<file path="config.mk">
export PLATFORM = sky130hd
export DESIGN_NAME = branch_resolver_flat
export DESIGN_NICKNAME = d
export VERILOG_FILES = /design/src/rtl/branch_resolver_if.sv /design/src/rtl/branch_resolver.sv /design/src/flat_wrapper.sv
export SDC_FILE = /design/constraint.sdc
export NUM_CORES = 1
export LEC_CHECK = 0
export CAP_MARGIN = 30
export CORE_ASPECT_RATIO = 1.5
export CORE_UTILIZATION = 42
export CTS_CLUSTER_SIZE = 28
export DETAILED_ROUTE_END_ITERATION = 6
export GPL_TIMING_DRIVEN = 0
export PLACE_DENSITY = 0.77
export SLEW_MARGIN = 20
export SYNTH_ARGS = -nofsm -noshare
export SYNTH_HDL_FRONTEND = slang
export SYNTH_SLANG_ARGS = --single-unit
export TNS_END_PERCENT = 10
</file>
<file path="constraint.sdc">
create_clock -name CLK -period 2.2 [get_ports CLK]
set_input_delay 0.44 -clock CLK [delete_from_list [all_inputs] [get_ports CLK]]
set_output_delay 0.44 -clock CLK [all_outputs]
set_load 0.02 [all_outputs]
</file>
<file path="src/rtl/branch_resolver_if.sv">
// Execute-to-resolver bus: the branch being resolved travels in, and the
// redirect/flush request travels back out to fetch.
interface branch_resolver_if;
  logic        ex_valid;
  logic [6:0]  ex_opcode;
  logic [2:0]  ex_func3;
  logic [31:0] ex_pc;
  logic [31:0] ex_target;
  logic        ex_pred_taken;
  logic        br_eq;
  logic        br_lt;
  logic        br_ltu;
  logic        redirect_valid;
  logic [31:0] redirect_pc;
  logic        flush;

  modport master (
    output ex_valid, ex_opcode, ex_func3, ex_pc, ex_target, ex_pred_taken,
           br_eq, br_lt, br_ltu,
    input  redirect_valid, redirect_pc, flush
  );

  modport slave (
    input  ex_valid, ex_opcode, ex_func3, ex_pc, ex_target, ex_pred_taken,
           br_eq, br_lt, br_ltu,
    output redirect_valid, redirect_pc, flush
  );
endinterface

</file>
<file path="src/rtl/branch_resolver.sv">
// Resolves conditional branches in execute, issues a registered redirect on
// mispredict, and trains a bimodal table of 2-bit counters read by fetch.
module branch_resolver #(
  parameter int BHT_ENTRIES = 16,
  parameter int CNT_W       = 16
) (
  input  logic               CLK,
  input  logic               RST,
  input  logic [31:0]        fetch_pc,
  output logic               pred_taken,
  branch_resolver_if.slave   ex,
  output logic [CNT_W-1:0]   branch_count,
  output logic [CNT_W-1:0]   mispredict_count
);

  localparam int IDX_W = $clog2(BHT_ENTRIES);
  localparam logic [6:0] OP_BRANCH = 7'b1100011;

  logic [1:0]       bht [BHT_ENTRIES];
  logic [IDX_W-1:0] fetch_idx;
  logic [IDX_W-1:0] ex_idx;
  logic             resolve;
  logic             taken;
  logic             mispredict;
  logic [31:0]      correct_pc;
  logic [1:0]       cur_cnt;
  logic [1:0]       next_cnt;
  logic             unused_pc_bits;

  assign fetch_idx      = fetch_pc[IDX_W+1:2];
  assign ex_idx         = ex.ex_pc[IDX_W+1:2];
  assign pred_taken     = bht[fetch_idx][1];
  assign unused_pc_bits = ^{fetch_pc[31:IDX_W+2], fetch_pc[1:0]};

  // funct3 010/011 are not valid branches and must leave all state untouched.
  assign resolve = ex.ex_valid && (ex.ex_opcode == OP_BRANCH) &&
                   (ex.ex_func3[2:1] != 2'b01);

  always_comb begin
    taken = 1'b0;
    case (ex.ex_func3)
      3'b000:  taken = ex.br_eq;
      3'b001:  taken = !ex.br_eq;
      3'b100:  taken = ex.br_lt;
      3'b101:  taken = !ex.br_lt;
      3'b110:  taken = ex.br_ltu;
      3'b111:  taken = !ex.br_ltu;
      default: taken = 1'b0;
    endcase
  end

  assign mispredict = resolve && (taken != ex.ex_pred_taken);
  assign correct_pc = taken ? ex.ex_target : (ex.ex_pc + 32'd4);
  assign cur_cnt    = bht[ex_idx];

  always_comb begin
    next_cnt = cur_cnt;
    if (taken) begin
      if (cur_cnt != 2'b11) next_cnt = cur_cnt + 2'b01;
    end else begin
      if (cur_cnt != 2'b00) next_cnt = cur_cnt - 2'b01;
    end
  end

  always_ff @(posedge CLK) begin
    if (RST) begin
      for (int i = 0; i < BHT_ENTRIES; i++) bht[i] <= 2'b01;
      ex.redirect_valid <= 1'b0;
      ex.flush          <= 1'b0;
      ex.redirect_pc    <= 32'd0;
      branch_count      <= '0;
      mispredict_count  <= '0;
    end else begin
      ex.redirect_valid <= mispredict;
      ex.flush          <= mispredict;
      if (mispredict) begin
        ex.redirect_pc   <= correct_pc;
        mispredict_count <= mispredict_count + CNT_W'(1);
      end
      if (resolve) begin
        bht[ex_idx]  <= next_cnt;
        branch_count <= branch_count + CNT_W'(1);
      end
    end
  end

endmodule

</file>
<file path="src/flat_wrapper.sv">
// flat-port wrapper written by rule: the top's interface ports become plain ports
module branch_resolver_flat 
#(
  parameter int BHT_ENTRIES = 16,
  parameter int CNT_W       = 16
)
  (CLK, RST, fetch_pc, pred_taken, branch_count, mispredict_count, ex_ex_valid, ex_ex_opcode, ex_ex_func3, ex_ex_pc, ex_ex_target, ex_ex_pred_taken, ex_br_eq, ex_br_lt, ex_br_ltu, ex_redirect_valid, ex_redirect_pc, ex_flush);
  branch_resolver_if ex_i ();
  input  logic CLK;
  input  logic RST;
  input  logic [31:0] fetch_pc;
  output logic pred_taken;
  output logic [CNT_W-1:0] branch_count;
  output logic [CNT_W-1:0] mispredict_count;
  input wire logic [$bits(ex_i.ex_valid)-1:0] ex_ex_valid;
  input wire logic [$bits(ex_i.ex_opcode)-1:0] ex_ex_opcode;
  input wire logic [$bits(ex_i.ex_func3)-1:0] ex_ex_func3;
  input wire logic [$bits(ex_i.ex_pc)-1:0] ex_ex_pc;
  input wire logic [$bits(ex_i.ex_target)-1:0] ex_ex_target;
  input wire logic [$bits(ex_i.ex_pred_taken)-1:0] ex_ex_pred_taken;
  input wire logic [$bits(ex_i.br_eq)-1:0] ex_br_eq;
  input wire logic [$bits(ex_i.br_lt)-1:0] ex_br_lt;
  input wire logic [$bits(ex_i.br_ltu)-1:0] ex_br_ltu;
  output wire logic [$bits(ex_i.redirect_valid)-1:0] ex_redirect_valid;
  output wire logic [$bits(ex_i.redirect_pc)-1:0] ex_redirect_pc;
  output wire logic [$bits(ex_i.flush)-1:0] ex_flush;
  assign ex_i.ex_valid = ex_ex_valid;
  assign ex_i.ex_opcode = ex_ex_opcode;
  assign ex_i.ex_func3 = ex_ex_func3;
  assign ex_i.ex_pc = ex_ex_pc;
  assign ex_i.ex_target = ex_ex_target;
  assign ex_i.ex_pred_taken = ex_ex_pred_taken;
  assign ex_i.br_eq = ex_br_eq;
  assign ex_i.br_lt = ex_br_lt;
  assign ex_i.br_ltu = ex_br_ltu;
  assign ex_redirect_valid = ex_i.redirect_valid;
  assign ex_redirect_pc = ex_i.redirect_pc;
  assign ex_flush = ex_i.flush;
  branch_resolver #(.BHT_ENTRIES(BHT_ENTRIES), .CNT_W(CNT_W)) u_core (.CLK(CLK), .RST(RST), .fetch_pc(fetch_pc), .pred_taken(pred_taken), .ex(ex_i), .branch_count(branch_count), .mispredict_count(mispredict_count));
endmodule
</file>
==> summary.md, run 1 <==
| Metric | Value |
|---|---|
| Status | finished with violations |
| Failing checks | negative setup slack |
| WL met2 | 9378 um |
| Worst-path clk slew | 0.08 ns |
| Fillers | 1033 |
| Post-DP HPWL | 13230 um |
| Sequential area share after synthesis | 0.4169 |
| Skew final | 0.006821 ns |
| Post-Layout Inst Area | 0.007706 mm^2 |
| Final Util | 0.6159 |
| # IOs | 180 |
| Die H | 141.2 um |
| WS Path Type | reg -> out |
| Setup ws final | -0.1371 ns |
| Avg WL per Cell | 18.97 um |
| WL met3 | 1222 um |
| CP peak stage delay | 0.49 ns |
| Seq pwr share | 0.468 |
| Internal Pwr Total | 2912 uW |
| Final period util | 1.062 |
| Die area | 0.01339 mm^2 |
| Clock Power Share | 0.387 |
| Hold Slack | 0.4572 ns |
| DRC violations left | 0 |
| WHS Path Cells | 2 |
| CTS buffer count | 9 |
| Initial antenna violation count | 0 |
| P&R area growth vs syn | 42.01% |
| Syn Inst Count | 592 |
| CTS tree | done |
| Clk sink count | 97 |
| Critical-path top delay cell | mux4_2 |
| M1 WL | 6258 um |
| Netlist cell types | 58 |
| CP endpoint kind | output port |
| Die width | 94.81 um |
| Tmin final | 2.337 ns |
| Pins Over Slew Limit | 0 |
| DR pass1 iterations | 5 |
| Clk_lat worst skew | 0.36 ns |
| H-tree level count | 3 |
| Post-synth EDFFs | 32 |
| Post-Route WL | 17460 um |
| Worst path cell trace | mux4_2 > mux4_2 > buf_6 |
| Number of global-route vias before repair | 5235 |
| Worst hold-check path type | reg -> reg |
| Layout cell share with drive strength beyond 1 | 0.1440 |
| Initial DRC count | 296 |
| Critical path's most frequent cell | mux4_2 |
| # diodes | 0 |
| Unrepaired setup endpoints after global routing | yes |
| NetSw | 1067 uW |
| Yosys warns | 0 |
| Synth area leader | dfxtp_1 |
| Combinational group share of total power | 0.145 |
| Synth Register Bits | 97 |
| Setup slack, reg-to-reg | 0.32 ns |
| Worst VDD drop | 0.5369 mV |
| Peak Freq | 427.9 MHz |
| Root Driver | clkbuf_16 |
| Count leader, synth | nand2_1 |
| Total grt overflow | 0 |
| Vias per cell | 5.710 |
| Highest layer used for signal routing | met4 |
| PwrDens | 516.4 mW/mm^2 |
| PortBufs | 147 |
| Starting Density | 0.4337 |
| Crit-path max FO | 2 |
| Synth top area share | 0.2398 |
| Final hold violation count | 0 |
| Post-route ant nets | 0 |
| CP arrival | 1.90 ns |
| Setup crit start kind | register |
| Headroom to the max-slew limit | 0.5495 |
| Max-cap viol count | 0 |
| Switching share of power | 0.2681 |
| Largest cells by area after synthesis | dfxtp_1 (24%), edfxtp_1 (18%), nand2_1 (6.2%) |
| Vias | 5253 |
| Post-Layout Cell Count | 920 |
| Final setup vio count | 1 |
| Core area | 0.01251 mm^2 |
| Syn avg cell area | 9.166 um^2 |
| Post-DP Area | 0.007093 mm^2 |
| # rows | 50 |
| Gpl congestion | 0.8717 |
| Worst Tran Pin Value | 0.6758 ns |
| Post-Syn Nets | 711 |
| Mapped Area | 0.005426 mm^2 |
| Worst EP required | 1.76 ns |
| First-pass GRT wire length | 26850 um |
| Top post-synthesis cells by count | nand2_1 (90), dfxtp_1 (65), nor2_1 (64) |
| Nets | 878 |
| GRT Total Usage | 0.2651 |
| Placed cells | 895 |
| Clock Path Buffers | 2 |
| Place WS | -1.115 ns |
| Worst Reg-to-Reg Cells | 4 |
| Largest net degree at the start of global routing | 19 |
| Async S/R FF share, synth | 0 |
| Commonest register cell after synthesis | dfxtp_1 |
| Static leakage | 0.002621 uW |
## power groups by stage
stage,Clock (uW),Sequential (uW),Combinational (uW)
finish,1540,1860,577
global route,1630,1860,614
CTS,1540,1860,550
detailed placement,0,1900,530
global placement,0,1900,519
floorplan,0,1900,254
## cell usage in the layout, fill, tap and decap left out, types with 4 or more instances in the layout
| cell | Yosys | layout |
|---|---|---|
| ha_1 | 6 | 6 |
| mux4_2 | 13 | 13 |
| buf_4 | 2 | 12 |
| clkdlybuf4s50_1 | 0 | 137 |
| nand4_1 | 16 | 16 |
| a21o_1 | 18 | 18 |
| a211oi_2 | 1 | 4 |
| buf_2 | 15 | 5 |
| a21oi_1 | 36 | 32 |
| xor2_1 | 32 | 32 |
| nor2b_1 | 7 | 7 |
| nor4_1 | 6 | 5 |
| or3_1 | 6 | 6 |
| dfxtp_1 | 65 | 65 |
| inv_1 | 5 | 5 |
| a21oi_2 | 0 | 4 |
| clkbuf_16 | 0 | 9 |
| o211ai_1 | 14 | 14 |
| clkbuf_1 | 17 | 11 |
| o21ai_0 | 6 | 6 |
| buf_6 | 1 | 10 |
| nand3_1 | 33 | 29 |
| nor3_1 | 8 | 6 |
| xnor2_1 | 22 | 22 |
| nand2_1 | 90 | 89 |
| and3_1 | 8 | 7 |
| buf_1 | 6 | 5 |
| nor2_1 | 64 | 62 |
| dlymetal6s2s_1 | 0 | 4 |
| nand3_2 | 2 | 5 |
| edfxtp_1 | 32 | 32 |
| a211o_1 | 10 | 9 |
| o2111ai_1 | 4 | 4 |
## metal layers
metal,track usage,vias to the layer above
met4,0.1148,0
met3,0.06041,42
met2,0.4816,232
met1,0.2866,2524
met5,0,-
li1,-,2455
## flip-flops by register name, indices dropped and copies added (netlist names)
register and flops:
u_core.bht 32, u_core.ex.redirect_valid 1, u_core.branch_count 16, u_core.mispredict_count 16, u_core.ex.redirect_pc 32
## final timing paths
check,from,end
min reg2reg,u_core.ex.redirect_pc[25]$_SDFFE_PP0P_,u_core.ex.redirect_pc[25]$_SDFFE_PP0P_
max,u_core.bht[15][1]$_SDFFCE_PN0P_,pred_taken
max reg2reg,u_core.bht[9][1]$_SDFFCE_PN0P_,u_core.bht[8][0]$_SDFFCE_PN1P_
min,u_core.ex.redirect_pc[25]$_SDFFE_PP0P_,u_core.ex.redirect_pc[25]$_SDFFE_PP0P_
## worst max-delay path, delay by kind of cell, from the launching register on
kind / cells / cell delay, ns
buffers and inverters: 1 / 0.15
DFF: 1 / 0.42
muxes: 2 / 0.98
## timing repair
action,4_1_cts,5_1_grt
gates resized for setup,46,50
setup buffers,8,1
endpoints found under the setup margin,90,95
gates cloned,0,0
hold buffers,0,0
pin swaps,6,7
## cell type report
| cell class | count | area, um^2 | area share |
|---|---|---|---|
| inverters | 6 | 22.52 | 0.002923 |
| repair buffers | 156 | 1558 | 0.2021 |
| clock inverters | 7 | 58.81 | 0.007631 |
| flip-flops and latches | 97 | 2262 | 0.2936 |
| multi-input cells | 448 | 3099 | 0.4022 |
| clock buffers | 9 | 225.2 | 0.02923 |
| well taps | 156 | 195.2 | 0.02533 |
| plain buffers | 41 | 285.3 | 0.03702 |
## per-stage QoR
step           total power [uW]  setup TNS (ns)
3_3_place_gp               2422          -59.89
5_1_grt                    4104          -1.107
3_5_place_dp               2434          -65.49
6_report                   3979         -0.1371
2_1_floorplan              2155               0
4_1_cts                    3957         -0.1882
## cell families (layout without fill, tap and decap cells)
| kind of cell | count (synthesis) | after routing | share of synthesized area |
|---|---|---|---|
| buf+inv | 47 | 219 | 0.03873 |
| fa+ha+maj | 10 | 10 | 0.02167 |
| simple gates | 260 | 260 | 0.2354 |
| mux | 16 | 16 | 0.05949 |
| xor+xnor | 54 | 54 | 0.08716 |
| flops | 97 | 97 | 0.4169 |
| compound gates | 108 | 108 | 0.1406 |
No activity file was read; power rests on OpenSTA's default activity.
==> run 2, diff against run 1 <==
--- a/config.mk
+++ b/config.mk
@@ -7,12 +7,13 @@
 export LEC_CHECK = 0
 export CAP_MARGIN = 30
 export CORE_ASPECT_RATIO = 1.5
+export CORE_MARGIN = 1
 export CORE_UTILIZATION = 42
 export CTS_CLUSTER_SIZE = 28
 export DETAILED_ROUTE_END_ITERATION = 6
 export GPL_TIMING_DRIVEN = 0
 export PLACE_DENSITY = 0.77
-export SLEW_MARGIN = 20
+export SLEW_MARGIN = 5
 export SYNTH_ARGS = -nofsm -noshare
 export SYNTH_HDL_FRONTEND = slang
 export SYNTH_SLANG_ARGS = --single-unit
==> results of run 2 <==
No change in the layout: final DEF, timing and power equal those of run 1.
